--- config.mk ---
export PLATFORM = sky130hd
export DESIGN_NAME = seq_mul_shift_add
export DESIGN_NICKNAME = d
export VERILOG_FILES = /design/src/rtl/seq_mul_shift_add.sv
export SDC_FILE = /design/constraint.sdc
export NUM_CORES = 1
export LEC_CHECK = 0
export ABC_AREA = 1
export CAP_MARGIN = 30
export CORE_MARGIN = 8
export CORE_UTILIZATION = 50
export CTS_BUF_LIST = sky130_fd_sc_hd__clkbuf_8
export CTS_CLUSTER_SIZE = 16
export DETAILED_ROUTE_END_ITERATION = 8
export PLACE_DENSITY_LB_ADDON = 0.12
export SLEW_MARGIN = 20
export SYNTH_ARGS = -nofsm -noshare
export SYNTH_HDL_FRONTEND = slang
export SYNTH_SLANG_ARGS = --single-unit
--- constraint.sdc ---
create_clock -name clk -period 3.1 [get_ports clk]
set_clock_uncertainty 0.2 [all_clocks]
set_input_delay 0.465 -clock clk [delete_from_list [all_inputs] [get_ports clk]]
set_output_delay 0.465 -clock clk [all_outputs]
set_load 0.01 [all_outputs]
--- src/rtl/seq_mul_shift_add.sv ---
// seq_mul_shift_add
//   Multi-cycle shift-and-add multiplier. One partial product is folded into
//   the accumulator per clock, so a multiply takes B_WIDTH cycles in RUN plus
//   one cycle in DONE. A_WIDTH and B_WIDTH set the operand widths. SIGNED
//   selects unsigned (0) or two's-complement (1) operation at elaboration.
//
// Ports
//   clk      rising-edge clock
//   rst_n    asynchronous active-low reset
//   start    request, honoured only in IDLE or DONE
//   a        multiplicand, captured when start is accepted
//   b        multiplier, captured when start is accepted
//   busy     high while the iterations are running
//   done     one-cycle pulse when product has just been updated
//   product  result register, held until the next completion

module seq_mul_shift_add #(
  parameter int A_WIDTH = 5,
  parameter int B_WIDTH = 5,
  parameter int SIGNED  = 0
) (
  input  logic                       clk,
  input  logic                       rst_n,
  input  logic                       start,
  input  logic [A_WIDTH-1:0]         a,
  input  logic [B_WIDTH-1:0]         b,
  output logic                       busy,
  output logic                       done,
  output logic [A_WIDTH+B_WIDTH-1:0] product
);

  localparam int P_WIDTH = A_WIDTH + B_WIDTH;
  localparam int C_WIDTH = (B_WIDTH > 1) ? $clog2(B_WIDTH) : 1;
  localparam logic [C_WIDTH-1:0] LAST_COUNT = C_WIDTH'(B_WIDTH - 1);

  typedef enum logic [1:0] {
    IDLE = 2'd0,
    RUN  = 2'd1,
    DONE = 2'd2
  } state_t;

  state_t               state;
  state_t               state_next;
  logic                 load;
  logic                 step;
  logic                 last;
  logic [P_WIDTH-1:0]   ext_a;
  logic [P_WIDTH-1:0]   mcand;
  logic [B_WIDTH-1:0]   mplier;
  logic [P_WIDTH-1:0]   acc;
  logic [P_WIDTH-1:0]   addend;
  logic [P_WIDTH-1:0]   acc_next;
  logic [C_WIDTH-1:0]   count;

  // The multiplicand is widened once at capture time; in signed mode the
  // sign extension makes every shifted partial product correct modulo
  // 2^P_WIDTH.
  assign ext_a = (SIGNED != 0) ? {{B_WIDTH{a[A_WIDTH-1]}}, a}
                               : {{B_WIDTH{1'b0}}, a};

  // The multiplicand register is shifted left and the multiplier register
  // shifted right every iteration, so mcand already holds a << count and
  // mplier[0] is multiplier bit[count]; no barrel shifter is needed.
  // In signed mode the multiplier MSB carries negative weight, so the last
  // iteration subtracts its partial product instead of adding it.
  assign last     = (count == LAST_COUNT);
  assign addend   = mplier[0] ? mcand : '0;
  assign acc_next = ((SIGNED != 0) && last) ? (acc - addend) : (acc + addend);

  assign busy = (state == RUN);
  assign done = (state == DONE);

  // State register.
  always_ff @(posedge clk or negedge rst_n) begin
    if (!rst_n) begin
      state <= IDLE;
    end else begin
      state <= state_next;
    end
  end

  // Next-state logic and datapath controls. DONE accepts start exactly like
  // IDLE so that a held start gives back-to-back operation; start in RUN
  // is ignored.
  always_comb begin
    state_next = state;
    load       = 1'b0;
    step       = 1'b0;
    case (state)
      IDLE: begin
        if (start) begin
          load       = 1'b1;
          state_next = RUN;
        end
      end
      RUN: begin
        step = 1'b1;
        if (last) begin
          state_next = DONE;
        end
      end
      DONE: begin
        if (start) begin
          load       = 1'b1;
          state_next = RUN;
        end else begin
          state_next = IDLE;
        end
      end
      default: begin
        state_next = IDLE;
      end
    endcase
  end

  // Datapath registers. product is only written on the final iteration, so
  // it holds the previous result throughout the next operation.
  always_ff @(posedge clk or negedge rst_n) begin
    if (!rst_n) begin
      mcand   <= '0;
      mplier  <= '0;
      acc     <= '0;
      count   <= '0;
      product <= '0;
    end else if (load) begin
      mcand  <= ext_a;
      mplier <= b;
      acc    <= '0;
      count  <= '0;
    end else if (step) begin
      acc    <= acc_next;
      mcand  <= mcand << 1;
      mplier <= mplier >> 1;
      count  <= last ? '0 : (count + C_WIDTH'(1));
      if (last) begin
        product <= acc_next;
      end
    end
  end

endmodule

==> insert_results.sql, run 1 <==
INSERT INTO impl_metrics (metric_group, metric, value, unit) VALUES
('die', 'placement_rows', '24', ''),
('global_route', 'grt_pass1_vias', '1655', ''),
('logic_synthesis', 'cell_types_occupying_the_most_area_after_synthesis', 'sky130_fd_sc_hd__dfrtp_1 46%, sky130_fd_sc_hd__nand2_1 15%, sky130_fd_sc_hd__inv_1 6.8%', ''),
('timing', 'timing.max_slew.rel_slack', '0.792', ''),
('worst_setup_path', 'crit_arrival', '2.33', 'ns'),
('layout', 'finalCoreUtilization', '0.593', ''),
('die', 'die_w', '81.7', 'µm'),
('logic_synthesis', 'synth_cells', '258', ''),
('route', 'route.final.wire_length', '4170', 'µm'),
('logic_synthesis', 'ys_seq_area_frac', '0.464', ''),
('layout', 'area_overhead_vs_synth', '17.3', '%'),
('placed_design', 'place_congestion', '0.862', ''),
('flow_run', 'max-cap-violations', '0', ''),
('worst_setup_path', 'critPathRequiredTime', '3.08', 'ns'),
('logic_synthesis', 'synth.cell_area', '2160', 'µm²'),
('timing', 'tightestPinTransition', '0.310', 'ns'),
('placed_design', 'io_port_bufs', '24', ''),
('clock_tree', 'cts_tree', 'yes', ''),
('route', 'avgRoutedWirePerCell', '12.3', 'µm'),
('layout', 'final_cell_count_without_fillers', '338', ''),
('worst_setup_path', 'ordered_cell_list_for_the_critical_path', 'nand2_1, inv_1, ha_1, inv_1, fa_1, o21ai_1, nand2_1, nand2_1, nand2_1, nand3_1, nand2_1', ''),
('clock_tree', 'post-cts-setup-buffer-count', '0', ''),
('layout', 'final_design_area_no_fill', '2530', 'µm²'),
('worst_setup_path', 'critical_path.top_delay_family', 'adder cells', ''),
('die', 'core_area', '4260', 'µm²'),
('clock_tree', 'clockRootBuffer', 'sky130_fd_sc_hd__clkbuf_8', ''),
('die', 'floorplan.initialDensity', '0.506', ''),
('logic_synthesis', 'syn_avg_cell_area', '8.36', 'µm²'),
('layout', 'insertedDiodeCount', '0', ''),
('global_route', 'grt_max_degree', '41', ''),
('logic_synthesis', 'synth.lib_cells_used.distinct', '28', ''),
('route', 'detailedRoute.firstIterationViolations', '134', ''),
('power', 'vdd.ir_drop.worst', '427', 'µV'),
('placed_design', 'post-dp-hpwl', '3050', 'µm'),
('timing', 'fmax', '0.426', 'GHz'),
('global_route', 'grt_antenna_before_repair', '0', ''),
('timing', 'final_setup_margin', '0.754', 'ns'),
('route', 'drc_errors', '0', ''),
('worst_setup_path', 'critical_path.endpoint_type', 'flip-flop', ''),
('timing', 'grt_setup_unrepaired', 'false', ''),
('placed_design', 'detailed_place.area', '2410', 'µm²'),
('route', 'met2WireLength', '1960', 'µm'),
('timing', 'finalMaxSlewViolations', '0', ''),
('die', 'num_io_pins', '25', ''),
('worst_setup_path', 'cp_common_cell', 'sky130_fd_sc_hd__nand2_1', ''),
('global_route', 'track_usage', '0.142', ''),
('worst_setup_path', 'critical_path_class', 'reg2reg', ''),
('power', 'powerDensity', '932', 'nW/µm²'),
('timing', 'setup_tns', '0', 'ns'),
('clock_tree', 'cts_inserted_buffers', '5', ''),
('outcome', 'outcome', 'finished clean', ''),
('worst_setup_path', 'cp-start-kind', 'flip-flop', ''),
('clock_tree', 'clk_path_buf_depth', '2', ''),
('timing', 'finalWorstPathRequiredPeriod', '2.35', 'ns'),
('clock_tree', 'path_clk_slew', '0.07', 'ns'),
('route', 'drt-met1-wl', '1970', 'µm'),
('worst_setup_path', 'critPathSlowestCell', 'sky130_fd_sc_hd__dfrtp_1', ''),
('worst_setup_path', 'slowest_delay', '0.53', 'ns'),
('global_route', 'grt-ovfl-total', '0', ''),
('timing', 'timing_hold_violations_final', '0', ''),
('route', 'maxUsedRoutingLayer', 'met4', ''),
('logic_synthesis', 'synth_edf_count', '0', ''),
('route', 'drt-vias-per-instance', '4.92', ''),
('route', 'met3_wirelength', '175', 'µm'),
('die', 'die_area', '6670', 'µm²'),
('route', 'route.vias.total', '1662', ''),
('clock_tree', 'insertion_delay', '0.29', 'ns'),
('logic_synthesis', 'ys_async_sr_fraction', '1.00', ''),
('clock_tree', 'numClockSinks', '40', ''),
('logic_synthesis', 'mappedNetlistNets', '283', ''),
('layout', 'drive_gt1_frac', '0.0699', '');
==> final timing paths <==
kind	startpoint	end	slack (ns)	cells after the start
max in group asynchronous	rst_n	product[9]	1.89	3
min in group asynchronous	rst_n	mplier[2]	0.37	2
max reg2reg	mplier[0]	product[8]	0.75	11
min	product[6]	product[6]	0.28	2
min reg2reg	product[6]	product[6]	0.28	2
max	mplier[0]	product[8]	0.75	11
==> report_power, final <==
part	total [mW]	internal [mW]	switching, mW	leakage, nW
combinational	1.14	0.465	0.678	0.765
sequential	0.869	0.745	0.124	0.514
clock	0.344	0.175	0.170	0.0538
==> placed cells by master, fill, tap and decap left out, drive strengths merged, types with 2 or more instances in the layout <==
cell and instances:
xnor2 4, inv 45, a21oi 5, clkdlybuf4s50 23
clkbuf 6, ha 11, o221ai 7, nand3 15
nand2 87, buf 2, nand3b 3, o22ai 5
nor2 10, o21ai 16, dfrtp 40
==> layer usage <==
layer / up-vias / global-route usage
li1: 873 / -
met1: 761 / 0.165
met2: 21 / 0.243
met3: 7 / 0.0405
met4: 0 / 0.0526
met5: - / 0
==> flip-flops by register name (all words and copies together) (netlist names) <==
| signal | count |
|---|---|
| mcand | 10 |
| count | 3 |
| state | 2 |
| acc | 10 |
| mplier | 5 |
| product | 10 |
==> timing repair <==
| item | in CTS | in global routing |
|---|---|---|
| gates resized for setup | 0 | 0 |
| hold buffers | 0 | 1 |
| endpoints found under the hold margin | 0 | 9 |
==> kinds of logic after synthesis <==
family | share of synthesized area
xor gates and xnor gates | 0.0203
buffers and inverters | 0.101
and+or+nand+nor | 0.235
adders and majority gates | 0.0731
AOI/OAI and AO/OA | 0.106
DFF | 0.464
==> layout make-up <==
cell class	instances	area, µm²	area share
flip-flops and latches	40	1000	0.396
multi-input cells	168	937	0.371
repair buffers	26	265	0.105
inverters	44	170	0.0673
clock buffers	6	82.6	0.0327
well taps	52	65.1	0.0257
clock inverters	2	7.51	0.00297
==> stage by stage <==
step                total power [mW]  hold WS [ns]
floorplan                       1.73       -0.0306
global placement                2.01         0.265
detailed placement              2.04         0.266
CTS                             2.39         0.113
global route                    2.58         0.316
finish                          2.36         0.278
==> worst register-to-register path, delay by kind of cell (launching register included) <==
family                     cells  cell delay (ns)
buffers and inverters          2             0.12
DFF                            1             0.53
and+or+nand+nor                6             0.50
AOI/OAI and AO/OA              1             0.31
adders and majority gates      2             0.58
No activity file was read; power rests on OpenSTA's default activity.
==> run 2, diff against run 1 <==
==> constraint.sdc (replaced) <==
create_clock -name clk -period 2.1 [get_ports clk]
set_clock_uncertainty 0.2 [all_clocks]
set_input_delay 0.315 -clock clk [delete_from_list [all_inputs] [get_ports clk]]
set_output_delay 0.315 -clock clk [all_outputs]
set_load 0.01 [all_outputs]
==> insert_results.sql, run 2 (synthesized netlist as in run 1, its figures left out) <==
INSERT INTO impl_metrics (metric_group, metric, value, unit) VALUES
('outcome', 'outcome', 'finished clean', ''),
('route', 'drt-vias-per-instance', '5.05', ''),
('route', 'drc_errors', '0', ''),
('layout', 'final_design_area_no_fill', '2630', 'µm²'),
('layout', 'fillers', '386', ''),
('worst_setup_path', 'slowest_delay', '0.39', 'ns'),
('route', 'route.vias.total', '1726', ''),
('layout', 'reg.largest.list', 'acc: 10 flops, mcand: 10 flops, product: 10 flops', ''),
('power', 'vdd.ir_drop.worst', '677', 'µV'),
('timing', 'setup_viol', '0', ''),
('layout', 'finalCoreUtilization', '0.616', ''),
('worst_setup_path', 'critPathRequiredTime', '2.08', 'ns'),
('clock_tree', 'htree_num_levels', '2', ''),
('worst_setup_path', 'critical_path.n_buffers_inverters', '2', ''),
('worst_hold_path', 'hold_path_class', 'reg2reg', ''),
('global_route', 'track_usage', '0.138', ''),
('global_route', 'grt_pass1_vias', '1682', ''),
('timing', 'timing.max_slew.rel_slack', '0.671', ''),
('global_route', 'grt-ovfl-total', '0', ''),
('die', 'num_io_pins', '25', ''),
('route', 'avgRoutedWirePerCell', '12.1', 'µm'),
('route', 'first_pass_iters', '4', ''),
('placed_design', 'detailed_place.area', '2440', 'µm²'),
('worst_setup_path', 'critical_path_class', 'reg2reg', ''),
('timing', 'finalWorstPathRequiredPeriod', '2.02', 'ns'),
('worst_setup_path', 'critical_path.endpoint_type', 'flip-flop', ''),
('die', 'floorplan.initialDensity', '0.506', ''),
('placed_design', 'post-dp-hpwl', '2980', 'µm'),
('flow_run', 'max-cap-violations', '0', ''),
('placed_design', 'io_port_bufs', '24', ''),
('placed_design', 'place_congestion', '0.876', ''),
('worst_setup_path', 'path_max_fanout', '9', ''),
('die', 'die_area', '6670', 'µm²'),
('clock_tree', 'insertion_delay', '0.29', 'ns'),
('worst_setup_path', 'cp_common_cell', 'sky130_fd_sc_hd__nand2_1', ''),
('die', 'placement_rows', '24', ''),
('layout', 'area.sequential', '1000', 'µm²'),
('worst_setup_path', 'crit_arrival', '2.00', 'ns'),
('global_route', 'grt_antenna_before_repair', '0', ''),
('worst_setup_path', 'cp-start-kind', 'flip-flop', ''),
('clock_tree', 'numClockSinks', '40', ''),
('layout', 'nets', '314', ''),
('timing', 'fmax', '0.496', 'GHz'),
('power', 'powerDensity', '1430', 'nW/µm²'),
('clock_tree', 'cts_tree', 'yes', ''),
('route', 'route.final.wire_length', '4140', 'µm'),
('clock_tree', 'clk_path_buf_depth', '2', ''),
('power', 'leakagePower', '1.34', 'nW'),
('die', 'die_w', '81.7', 'µm'),
('layout', 'multiInputGateArea', '997', 'µm²'),
('route', 'detailedRoute.firstIterationViolations', '78', ''),
('layout', 'area_overhead_vs_synth', '21.9', '%'),
('worst_setup_path', 'reg2reg_setup_slack', '0.08', 'ns'),
('timing', 'tightestPinTransition', '0.494', 'ns'),
('clock_tree', 'cts_inserted_buffers', '5', ''),
('clock_tree', 'path_clk_slew', '0.08', 'ns'),
('global_route', 'grt_max_degree', '41', ''),
('route', 'final_antenna_net_count', '0', ''),
('layout', 'mostFrequentLayoutCell', 'sky130_fd_sc_hd__nand2_1', ''),
('timing', 'timing_hold_violations_final', '0', ''),
('worst_setup_path', 'ordered_cell_list_for_the_critical_path', 'buf_4, nand2_1, inv_1, ha_1, nand2_1, nor2_2, nand3_1, nand3_1, nand2_1, nand3_1, nand2_1', ''),
('global_route', 'first_pass_grt_wire_length', '7200', 'µm'),
('layout', 'layout.cells.most_common_list', '86 x sky130_fd_sc_hd__nand2_1, 40 x sky130_fd_sc_hd__dfrtp_1, 39 x sky130_fd_sc_hd__inv_1', ''),
('worst_setup_path', 'critical_path.top_delay_family', 'simple AND/OR/NAND/NOR gates', ''),
('timing', 'finalMaxSlewViolations', '0', ''),
('clock_tree', 'clockRootBuffer', 'sky130_fd_sc_hd__clkbuf_8', ''),
('die', 'core_area', '4260', 'µm²'),
('worst_setup_path', 'critPathSlowestCell', 'sky130_fd_sc_hd__dfrtp_1', ''),
('layout', 'insertedDiodeCount', '0', ''),
('layout', 'drive_gt1_frac', '0.114', ''),
('timing', 'timing.final.crit_share', '0.960', ''),
('power', 'finalPower', '3.75', 'mW'),
('die', 'fp.dieH', '81.7', 'µm');
[run 2: stage by stage]
step                      hold slack, ns  setup WS, ns  instances  TNS (ns)
after floorplan                   -0.181        0.0449        258         0
after global placement             0.202        0.0840        332         0
after detailed placement           0.205        0.0515        332         0
after CTS                          0.287        0.0425        341         0
after global routing               0.307       -0.0358        342   -0.0653
final                              0.279        0.0838        342         0
[run 2: repair_timing]
item,CTS,global route
setup buffers,0,1
endpoints found under the hold margin,40,0
gates resized for setup,0,7
hold buffers,1,0
setup endpoints to repair,0,12
[run 2: power breakdown]
group / switching (mW) / internal [mW] / leakage [nW]
registers: 0.179 / 1.10 / 0.514
logic: 1.06 / 0.797 / 0.776
clock network: 0.263 / 0.351 / 0.0541
total: 1.50 / 2.25 / 1.34
[run 2: worst reg2reg max path, stage by stage (launching register included)]
cell,delay [ns]
sky130_fd_sc_hd__dfrtp_1,0.39
sky130_fd_sc_hd__buf_4,0.17
sky130_fd_sc_hd__nand2_1,0.07
sky130_fd_sc_hd__inv_1,0.04
sky130_fd_sc_hd__ha_1,0.34
sky130_fd_sc_hd__nand2_1,0.12
sky130_fd_sc_hd__nor2_2,0.16
sky130_fd_sc_hd__nand3_1,0.12
sky130_fd_sc_hd__nand3_1,0.10
sky130_fd_sc_hd__nand2_1,0.06
sky130_fd_sc_hd__nand3_1,0.08
sky130_fd_sc_hd__nand2_1,0.05
[run 2: path summary, 6_finish.rpt]
check                             end  cells after the start       start
max                        product[9]                     11   mplier[0]
min in group asynchronous   mplier[4]                      3       rst_n
max reg2reg                product[9]                     11   mplier[0]
max in group asynchronous      acc[3]                      3       rst_n
min reg2reg                product[7]                      2  product[7]
min                        product[7]                      2  product[7]
[run 2: area by class of cell]
type                       count  area share
clock buffer                   5      0.0262
clock inverter                 3      0.0162
inverter                      44      0.0648
multi-input combinational    168       0.380
sequential                    40       0.381
tap                           52      0.0248
timing repair buffer          30       0.108
[run 2: layer usage]
metal / GRT usage / part of all wire / up-vias
met5: 0 / 0 / -
met2: 0.236 / 0.47 / 33
met4: 0.0526 / 0.0068 / 0
met3: 0.0361 / 0.041 / 2
li1: - / - / 887
met1: 0.163 / 0.48 / 804
==> run 3, diff against run 2 <==
--- a/config.mk
+++ b/config.mk
@@ -13,6 +13,7 @@
 export CTS_CLUSTER_SIZE = 16
 export DETAILED_ROUTE_END_ITERATION = 8
 export PLACE_DENSITY_LB_ADDON = 0.12
+export SKIP_CTS_REPAIR_TIMING = 1
 export SLEW_MARGIN = 20
 export SYNTH_ARGS = -nofsm -noshare
 export SYNTH_HDL_FRONTEND = slang
==> insert_results.sql, run 3 (synthesized netlist as in run 1, its figures left out) <==
INSERT INTO impl_metrics (metric_group, metric, value, unit) VALUES
('route', 'detailedRoute.firstIterationViolations', '77', ''),
('worst_setup_path', 'critical_path_class', 'reg2reg', ''),
('worst_setup_path', 'critPathSlowestCell', 'sky130_fd_sc_hd__dfrtp_1', ''),
('worst_setup_path', 'cp-start-kind', 'flip-flop', ''),
('clock_tree', 'cts_inserted_buffers', '5', ''),
('die', 'fp.dieH', '81.7', 'µm'),
('placed_design', 'place_congestion', '0.876', ''),
('layout', 'layout.cells.most_common_list', '86 x sky130_fd_sc_hd__nand2_1, 40 x sky130_fd_sc_hd__dfrtp_1, 39 x sky130_fd_sc_hd__inv_1', ''),
('outcome', 'outcome', 'finished clean', ''),
('global_route', 'grt_max_degree', '41', ''),
('worst_setup_path', 'worst_r2r_startpoint', 'mplier[0]', ''),
('clock_tree', 'insertion_delay', '0.29', 'ns'),
('route', 'drc_errors', '0', ''),
('worst_setup_path', 'critical_path.endpoint_type', 'flip-flop', ''),
('clock_tree', 'htree_num_levels', '2', ''),
('die', 'die_w', '81.7', 'µm'),
('die', 'floorplan.initialDensity', '0.506', ''),
('route', 'route.final.wire_length', '4150', 'µm'),
('route', 'drt-vias-per-instance', '5.04', ''),
('flow_run', 'max-cap-violations', '0', ''),
('worst_setup_path', 'worst_setup_path_endpoint', 'product[9]', ''),
('timing', 'tightestPinTransition', '0.488', 'ns'),
('worst_setup_path', 'reg2reg_setup_slack', '0.1', 'ns'),
('global_route', 'track_usage', '0.138', ''),
('global_route', 'grt_pass1_vias', '1682', ''),
('timing', 'timing_hold_violations_final', '0', ''),
('die', 'core_area', '4260', 'µm²'),
('route', 'final_antenna_net_count', '0', ''),
('layout', 'finalCoreUtilization', '0.616', ''),
('global_route', 'grt-ovfl-total', '0', ''),
('global_route', 'grt_antenna_before_repair', '0', ''),
('die', 'num_io_pins', '25', ''),
('clock_tree', 'clockRootBuffer', 'sky130_fd_sc_hd__clkbuf_8', ''),
('timing', 'setup_tns', '0', 'ns'),
('placed_design', 'post-dp-hpwl', '2980', 'µm'),
('die', 'die_area', '6670', 'µm²'),
('timing', 'finalWorstPathRequiredPeriod', '2.00', 'ns'),
('layout', 'final_cell_count_without_fillers', '342', ''),
('worst_setup_path', 'ordered_cell_list_for_the_critical_path', 'buf_4, nand2_1, inv_1, ha_1, nand2_1, nor2_2, nand3_1, nand3_1, nand2_1, nand3_1, nand2_1', ''),
('timing', 'finalMaxSlewViolations', '0', ''),
('power', 'powerDensity', '1430', 'nW/µm²'),
('layout', 'drive_gt1_frac', '0.114', ''),
('worst_setup_path', 'path_max_fanout', '9', ''),
('clock_tree', 'numClockSinks', '40', ''),
('clock_tree', 'path_clk_slew', '0.08', 'ns'),
('worst_setup_path', 'crit_arrival', '1.98', 'ns'),
('worst_setup_path', 'slowest_delay', '0.39', 'ns'),
('placed_design', 'placed_cells', '332', ''),
('layout', 'nets', '314', ''),
('die', 'placement_rows', '24', ''),
('timing', 'fmax', '0.499', 'GHz'),
('worst_hold_path', 'hold_path_class', 'reg2reg', ''),
('clock_tree', 'clk_path_buf_depth', '2', ''),
('worst_setup_path', 'timing.critical_path.from', 'mplier[0]', ''),
('timing', 'setup_viol', '0', ''),
('worst_setup_path', 'cp_common_cell', 'sky130_fd_sc_hd__nand2_1', ''),
('power', 'vdd.ir_drop.worst', '679', 'µV'),
('clock_tree', 'cts_tree', 'yes', ''),
('timing', 'finalHoldWorstSlack', '0.279', 'ns'),
('layout', 'insertedDiodeCount', '0', ''),
('timing', 'timing.max_slew.rel_slack', '0.674', ''),
('placed_design', 'detailed_place.area', '2440', 'µm²'),
('placed_design', 'io_port_bufs', '24', ''),
('global_route', 'first_pass_grt_wire_length', '7200', 'µm'),
('worst_setup_path', 'r2r-end', 'product[9]', ''),
('layout', 'mostFrequentLayoutCell', 'sky130_fd_sc_hd__nand2_1', ''),
('timing', 'timing.final.crit_share', '0.954', ''),
('layout', 'area_overhead_vs_synth', '21.9', '%'),
('layout', 'final_design_area_no_fill', '2630', 'µm²'),
('worst_setup_path', 'worst_r2r_path_depth', '11', ''),
('route', 'route.vias.total', '1723', ''),
('worst_setup_path', 'critPathRequiredTime', '2.08', 'ns'),
('layout', 'reg.largest.list', 'acc: 10 flops, mcand: 10 flops, product: 10 flops', ''),
('power', 'leakagePower', '1.34', 'nW'),
('route', 'first_pass_iters', '4', ''),
('worst_hold_path', 'hold_depth', '2', ''),
('route', 'avgRoutedWirePerCell', '12.1', 'µm'),
('layout', 'fillers', '386', '');
[run 3: cell counts in the layout (fill, tap and decap cells not counted)]
No cell type changed its count.
[run 3: per-stage QoR]
stage	power, mW	setup slack, ns
floorplan	2.55	0.0449
global placement	3.00	0.0840
detailed placement	3.03	0.0515
CTS	3.67	0.0425
global route	4.09	-0.0358
finish	3.75	0.0966
[run 3: worst min path at each step]
stage	slack [ns]	endpoint	start
after detailed placement	0.21	mplier[1]	rst_n
after global placement	0.20	mplier[1]	rst_n
final	0.28	product[7]	product[7]
after floorplan	-0.18	acc[0]	rst_n
after CTS	-0.12	mplier[1]	rst_n
after global routing	0.31	product[6]	product[6]
[run 3: per-layer routing]
metal | share of wire | track usage
met5 | 0 | 0
met4 | 0.0067 | 0.0526
met3 | 0.051 | 0.0361
met2 | 0.47 | 0.236
met1 | 0.47 | 0.163
[run 3: area by class of cell]
cell class	count	area, µm²	area share
clock inverters	3	42.5	0.0162
well taps	52	65.1	0.0248
inverters	44	170	0.0648
multi-input cells	168	997	0.380
clock buffers	5	68.8	0.0262
flip-flops and latches	40	1000	0.381
repair buffers	30	283	0.108
[run 3: where the power goes]
part           total, mW  leakage, nW  switching, mW  internal [mW]
registers           1.28        0.514          0.179           1.10
logic               1.85        0.776           1.06          0.797
clock network      0.615       0.0541          0.264          0.351
[run 3: critical path, delay by kind of cell (launching register included)]
kind,cells,cell delay [ns]
simple gates,8,0.74
flops,1,0.39
fa+ha+maj,1,0.33
buf+inv,2,0.21
